### src/rtl/seq_pkg.sv
// Shared definitions for the N-slave sequencing controller.
// State encoding and the upper bound on the number of slave channels.
package seq_pkg;

  typedef enum logic {
    ST_IDLE = 1'b0,
    ST_RUN  = 1'b1
  } seq_state_e;

  localparam int MAX_SLAVES = 16;

endpackage

### src/rtl/seq_next_sel.sv
// Combinational priority finder: finds the next enabled slave above the
// current index, and the lowest enabled slave overall.
module seq_next_sel #(
  parameter int N     = 4,
  parameter int IDX_W = $clog2(N)
) (
  input  logic [N-1:0]     mask_i,
  input  logic [IDX_W-1:0] cur_i,
  output logic [IDX_W-1:0] nxt_o,
  output logic             found_o,
  output logic [IDX_W-1:0] low_o,
  output logic             any_o
);

  // Walk from the top down so that the last hit is the lowest qualifying index.
  always_comb begin
    nxt_o   = '0;
    found_o = 1'b0;
    low_o   = '0;
    any_o   = 1'b0;
    for (int i = N - 1; i >= 0; i--) begin
      if (mask_i[i]) begin
        low_o = IDX_W'(i);
        any_o = 1'b1;
        if (i > int'(cur_i)) begin
          nxt_o   = IDX_W'(i);
          found_o = 1'b1;
        end
      end
    end
  end

endmodule

### src/rtl/seq_controller.sv
// N-slave sequencing controller: triggers enabled slaves in ascending order,
// waiting for each done, with loop mode, per-slave timeout and abort.
module seq_controller
  import seq_pkg::*;
#(
  parameter int  N_SLAVES = 4,
  parameter int  TMO_W    = 16,
  localparam int IDX_W    = $clog2(N_SLAVES)
) (
  input  logic                clk,
  input  logic                rst_n,
  input  logic                start,
  input  logic                abort,
  input  logic                loop_mode,
  input  logic [N_SLAVES-1:0] slave_en,
  input  logic [TMO_W-1:0]    timeout_val,
  input  logic [N_SLAVES-1:0] done,
  output logic [N_SLAVES-1:0] trigger,
  output logic                busy,
  output logic [IDX_W-1:0]    cur_slave,
  output logic                seq_done,
  output logic                err_timeout,
  output logic [IDX_W-1:0]    err_slave,
  output seq_state_e          dbg_state
);

  seq_state_e          state_q;
  logic [IDX_W-1:0]    cur_q;
  logic [N_SLAVES-1:0] trig_q;
  logic                busy_q;
  logic                seq_done_q;
  logic                err_tmo_q;
  logic [IDX_W-1:0]    err_slave_q;
  logic [N_SLAVES-1:0] en_q;
  logic                loop_q;
  logic [TMO_W-1:0]    tmo_val_q;
  logic [TMO_W-1:0]    cnt_q;

  logic [N_SLAVES-1:0] sel_mask;
  logic [IDX_W-1:0]    nxt_idx;
  logic                nxt_found;
  logic [IDX_W-1:0]    low_idx;
  logic                any_en;
  logic                done_cur;
  logic                tmo_hit;

  function automatic logic [N_SLAVES-1:0] onehot(input logic [IDX_W-1:0] idx);
    return N_SLAVES'(1) << idx;
  endfunction

  // In IDLE the finder looks at the live mask (for the start decision);
  // in RUN it looks only at the mask captured at start.
  assign sel_mask = (state_q == ST_IDLE) ? slave_en : en_q;
  assign done_cur = done[cur_q];
  assign tmo_hit  = (tmo_val_q != '0) && (cnt_q == tmo_val_q - TMO_W'(1));

  seq_next_sel #(
    .N     (N_SLAVES),
    .IDX_W (IDX_W)
  ) u_next_sel (
    .mask_i  (sel_mask),
    .cur_i   (cur_q),
    .nxt_o   (nxt_idx),
    .found_o (nxt_found),
    .low_o   (low_idx),
    .any_o   (any_en)
  );

  always_ff @(posedge clk or negedge rst_n) begin
    if (!rst_n) begin
      state_q     <= ST_IDLE;
      cur_q       <= '0;
      trig_q      <= '0;
      busy_q      <= 1'b0;
      seq_done_q  <= 1'b0;
      err_tmo_q   <= 1'b0;
      err_slave_q <= '0;
      en_q        <= '0;
      loop_q      <= 1'b0;
      tmo_val_q   <= '0;
      cnt_q       <= '0;
    end else begin
      seq_done_q <= 1'b0;
      err_tmo_q  <= 1'b0;
      if (abort) begin
        state_q <= ST_IDLE;
        trig_q  <= '0;
        busy_q  <= 1'b0;
        cnt_q   <= '0;
      end else begin
        case (state_q)
          ST_IDLE: begin
            if (start) begin
              en_q      <= slave_en;
              loop_q    <= loop_mode;
              tmo_val_q <= timeout_val;
              cnt_q     <= '0;
              if (any_en) begin
                state_q <= ST_RUN;
                cur_q   <= low_idx;
                trig_q  <= onehot(low_idx);
                busy_q  <= 1'b1;
              end else begin
                seq_done_q <= 1'b1;
              end
            end
          end
          ST_RUN: begin
            if (done_cur) begin
              cnt_q <= '0;
              if (nxt_found) begin
                cur_q  <= nxt_idx;
                trig_q <= onehot(nxt_idx);
              end else begin
                seq_done_q <= 1'b1;
                if (loop_q) begin
                  cur_q  <= low_idx;
                  trig_q <= onehot(low_idx);
                end else begin
                  state_q <= ST_IDLE;
                  trig_q  <= '0;
                  busy_q  <= 1'b0;
                end
              end
            end else if (tmo_hit) begin
              err_tmo_q   <= 1'b1;
              err_slave_q <= cur_q;
              state_q     <= ST_IDLE;
              trig_q      <= '0;
              busy_q      <= 1'b0;
              cnt_q       <= '0;
            end else if (cnt_q != '1) begin
              cnt_q <= cnt_q + TMO_W'(1);
            end
          end
          default: begin
            state_q <= ST_IDLE;
            trig_q  <= '0;
            busy_q  <= 1'b0;
          end
        endcase
      end
    end
  end

  assign trigger     = trig_q;
  assign busy        = busy_q;
  assign cur_slave   = cur_q;
  assign seq_done    = seq_done_q;
  assign err_timeout = err_tmo_q;
  assign err_slave   = err_slave_q;
  assign dbg_state   = state_q;

endmodule

### config.mk
export PLATFORM = sky130hd
export DESIGN_NAME = seq_controller
export DESIGN_NICKNAME = d
export VERILOG_FILES = /design/src/rtl/seq_pkg.sv /design/src/rtl/seq_next_sel.sv /design/src/rtl/seq_controller.sv
export SDC_FILE = /design/constraint.sdc
export NUM_CORES = 1
export LEC_CHECK = 0
export CORE_MARGIN = 2
export CORE_UTILIZATION = 40
export DETAILED_ROUTE_END_ITERATION = 16
export HOLD_SLACK_MARGIN = 0.02
export PLACE_DENSITY = 0.63
export RECOVER_POWER = 50
export SKIP_CTS_REPAIR_TIMING = 1
export SYNTH_ARGS = -nofsm -noshare
export SYNTH_HDL_FRONTEND = slang
export SYNTH_SLANG_ARGS = --single-unit
### constraint.sdc
create_clock -name clk -period 6.89 [get_ports clk]
set_input_delay 1.0335 -clock clk [delete_from_list [all_inputs] [get_ports clk]]
set_output_delay 1.0335 -clock clk [all_outputs]
set_load 0.02 [all_outputs]
==> impl_results.md <==
* Status: complete, but fails checks
* Violated checks: max-capacitance violations, max-slew violations
* Final hold slack at 0.480 ns
* Most common cell after layout, fill and taps aside: nand2_1
* Clk pwr share at 0.223
* Vias per Instance at 5.58
* Mapped Nets at 402
* YS warnings at 0
* Clock sink total at 49
* Post-synthesis sequential area ratio at 0.388
* Setup crit end: cnt_q[9]
* Routed wire length at 7320 µm
* Initial antenna violation count at 0
* EDFF count, synth at 0
* FF-to-FF End: cnt_q[9]
* Main synth FF type: dfrtp_1
* Net Switching at 0.355 mW
* Post-route antenna net violation count at 0
* Worst skew pair latency at 0.31 ns
* Hold crit path type: flop to flop
* Final setup vio count at 0
* Commonest non-fill, non-tap cells in the layout: nand2_1, dfrtp_1, clkdlybuf4s50_1
* Fin Setup TNS at 0 ns
* Cell leakage power at 1.50 nW
* Comb power frac at 0.354
* Post-synth cell types at 60
* Reg2reg path depth at 7
* Startpoint types: flop
* Total GRT Usage at 0.182
* Routed len/inst at 14.5 µm
* Initial cell density of the core at 0.411
* Req. time, crit path at 7.05 ns
* Reg2reg start: tmo_val_q[5]
* Clk buf depth at 2
* Largest fanout on the critical path at 12
* CORE AREA at 7690 µm²
* Via Count at 2,814
* Fin crit share at 0.517
* Mapped Cells at 371
* Critical path class: flop to flop
* FMAX at 0.281 GHz
* Clock transition at path regs at 0.09 ns
* Vias in the first global route at 2,684
* Total gr overflow at 0
* Horiz. Die Dim at 92.9 µm
* Worst-case vdd ir drop at 0.162 mV
* Worst Tran Pin Value at 2.65 ns
* DRT Pass-1 Iters at 5
* Total power at 0.942 mW
* Synth Register Bits at 49
* CTS root buf: clkbuf_8
* Max_cap viols at 1
* Ys async rst share at 1.00
* Period minus WS final at 3.56 ns
* Port Buf Inserts at 40
* Fin Clk Skew at 0.0139 ns
* Fin. max-slew vios at 50
* Syn avg cell area at 8.51 µm²
* Slew margin rel. at -0.767
* Share of cells above drive strength 1 at 0.0771
* Final #Nets at 432
* H-tree levels at 2
* # placed instances at 496
* Hold Vio Cnt, Final at 0
* First-pass GRT wire length at 12,700 µm
* DR iter-0 viols at 151
* DRC viols at 0
* Die Y-Extent at 92.9 µm
* Int Power at 0.587 mW
* CP Capture Type: flop
* Register-to-register setup slack at 3.33 ns
* Die ar. at 8620 µm²
* Non-filler cells, final at 504
* Row Count at 32
* Detailed Place HPWL at 5460 µm
* Ant. Diodes at 0
* Area grow syn2layout at 17.5%
* Power density cells at 254 nW/µm²
* Total CTS buffers at 5
* Worst setup path startpoint: tmo_val_q[5]
* CTS tree: done
* Seq pwr share at 0.423
* Largest net degree at the start of global routing at 50
* RSZ-0062 raised after global routing: no
* RePlAce Congestion at 0.878
* Top Ports at 41
* Synth Cell Area at 3160 µm²
* WP data arrival at 3.72 ns
* Sw frac at 0.377
worst min-delay path by stage:
stage	startpoint	end	depth (start not counted)
after detailed placement	en_q[3]	en_q[3]	2
final	en_q[3]	en_q[3]	2
after floorplan	en_q[0]	en_q[0]	2
after global routing	err_slave[1]	err_slave[1]	1
after CTS	en_q[3]	en_q[3]	2
after global placement	en_q[3]	en_q[3]	2
power groups by stage:
stage	Clock, mW	Combinational [mW]	Sequential [mW]
final	0.210	0.333	0.399
after global placement	0	0.328	0.404
after global routing	0.233	0.372	0.410
after detailed placement	0	0.333	0.405
after floorplan	0	0.249	0.385
after CTS	0.217	0.335	0.399
registers in the layout, indices dropped and copies added (netlist names):
register     flops
cnt_q           16
tmo_val_q       16
en_q             4
trigger          4
cur_slave        2
err_slave        2
busy             1
dbg_state        1
err_timeout      1
loop_q           1
seq_done         1
worst max-delay path, stage by stage, from the launching register on:
cell      delay [ns]
dfrtp_1         0.48
or4_4           0.61
nor3_1          0.46
and3_1          0.26
o211ai_1        0.08
or4b_1          0.72
a21oi_2         0.69
nor2_1          0.11
synth_stat cells, types with 3 or more instances:
| library cell | count | share of area |
|---|---|---|
| mux2_1 | 4 | 0.014 |
| a21oi_1 | 10 | 0.016 |
| and2_1 | 3 | 0.0059 |
| and4_1 | 3 | 0.0083 |
| nor4_1 | 3 | 0.0059 |
| nor3_1 | 14 | 0.022 |
| dfrtp_1 | 49 | 0.39 |
| o21ai_1 | 3 | 0.0048 |
| nand2_1 | 81 | 0.096 |
| nand2b_1 | 5 | 0.0099 |
| nand3_1 | 11 | 0.017 |
| inv_1 | 9 | 0.011 |
| mux2i_1 | 5 | 0.016 |
| nor3b_1 | 4 | 0.0095 |
| xor2_1 | 10 | 0.028 |
| xnor2_1 | 21 | 0.058 |
| and3_1 | 7 | 0.014 |
| nand4_1 | 10 | 0.020 |
| a31oi_1 | 3 | 0.0059 |
| o211ai_1 | 3 | 0.0071 |
| nor4b_1 | 3 | 0.0083 |
| o21a_1 | 3 | 0.0071 |
| nor2_1 | 21 | 0.025 |
| buf_6 | 3 | 0.011 |
| o22ai_1 | 3 | 0.0059 |
| nor2_2 | 11 | 0.022 |
| o21ai_0 | 14 | 0.022 |
| clkbuf_1 | 14 | 0.017 |
per-stage QoR:
| stage | cell area, µm² | setup slack [ns] | util |
|---|---|---|---|
| floorplan | 3160 | 3.89 | - |
| global placement | 3600 | 3.40 | 0.468 |
| detailed placement | 3600 | 3.31 | 0.468 |
| CTS | 3710 | 3.30 | 0.483 |
| global route | 3710 | 3.04 | 0.483 |
| finish | 3710 | 3.33 | 0.483 |
logic make-up after synthesis:
family,synth area share
AND/OR/NAND/NOR,0.302
AO/OA/AOI/OAI,0.132
flip-flops,0.388
XOR/XNOR,0.0860
buffers and inverters,0.0392
multiplexers,0.0444
adder cells (fa/ha/maj),0.00792
cell type report:
class | count | area (µm²)
Fill cell | 738 | 3980
Multi-Input combinational cell | 295 | 1810
Sequential cell | 49 | 1230
Timing Repair Buffer | 41 | 399
Tap cell | 102 | 128
Clock buffer | 5 | 68.8
Clock inverter | 3 | 46.3
Inverter | 9 | 33.8
metal layers:
metal,part of all wire,up-vias,GRT usage
li1,-,1372,-
met1,0.44,1323,0.239
met2,0.47,101,0.300
met3,0.054,18,0.0317
met4,0.027,0,0.0674
met5,0,-,0
Power figures use the tool's default switching activity.
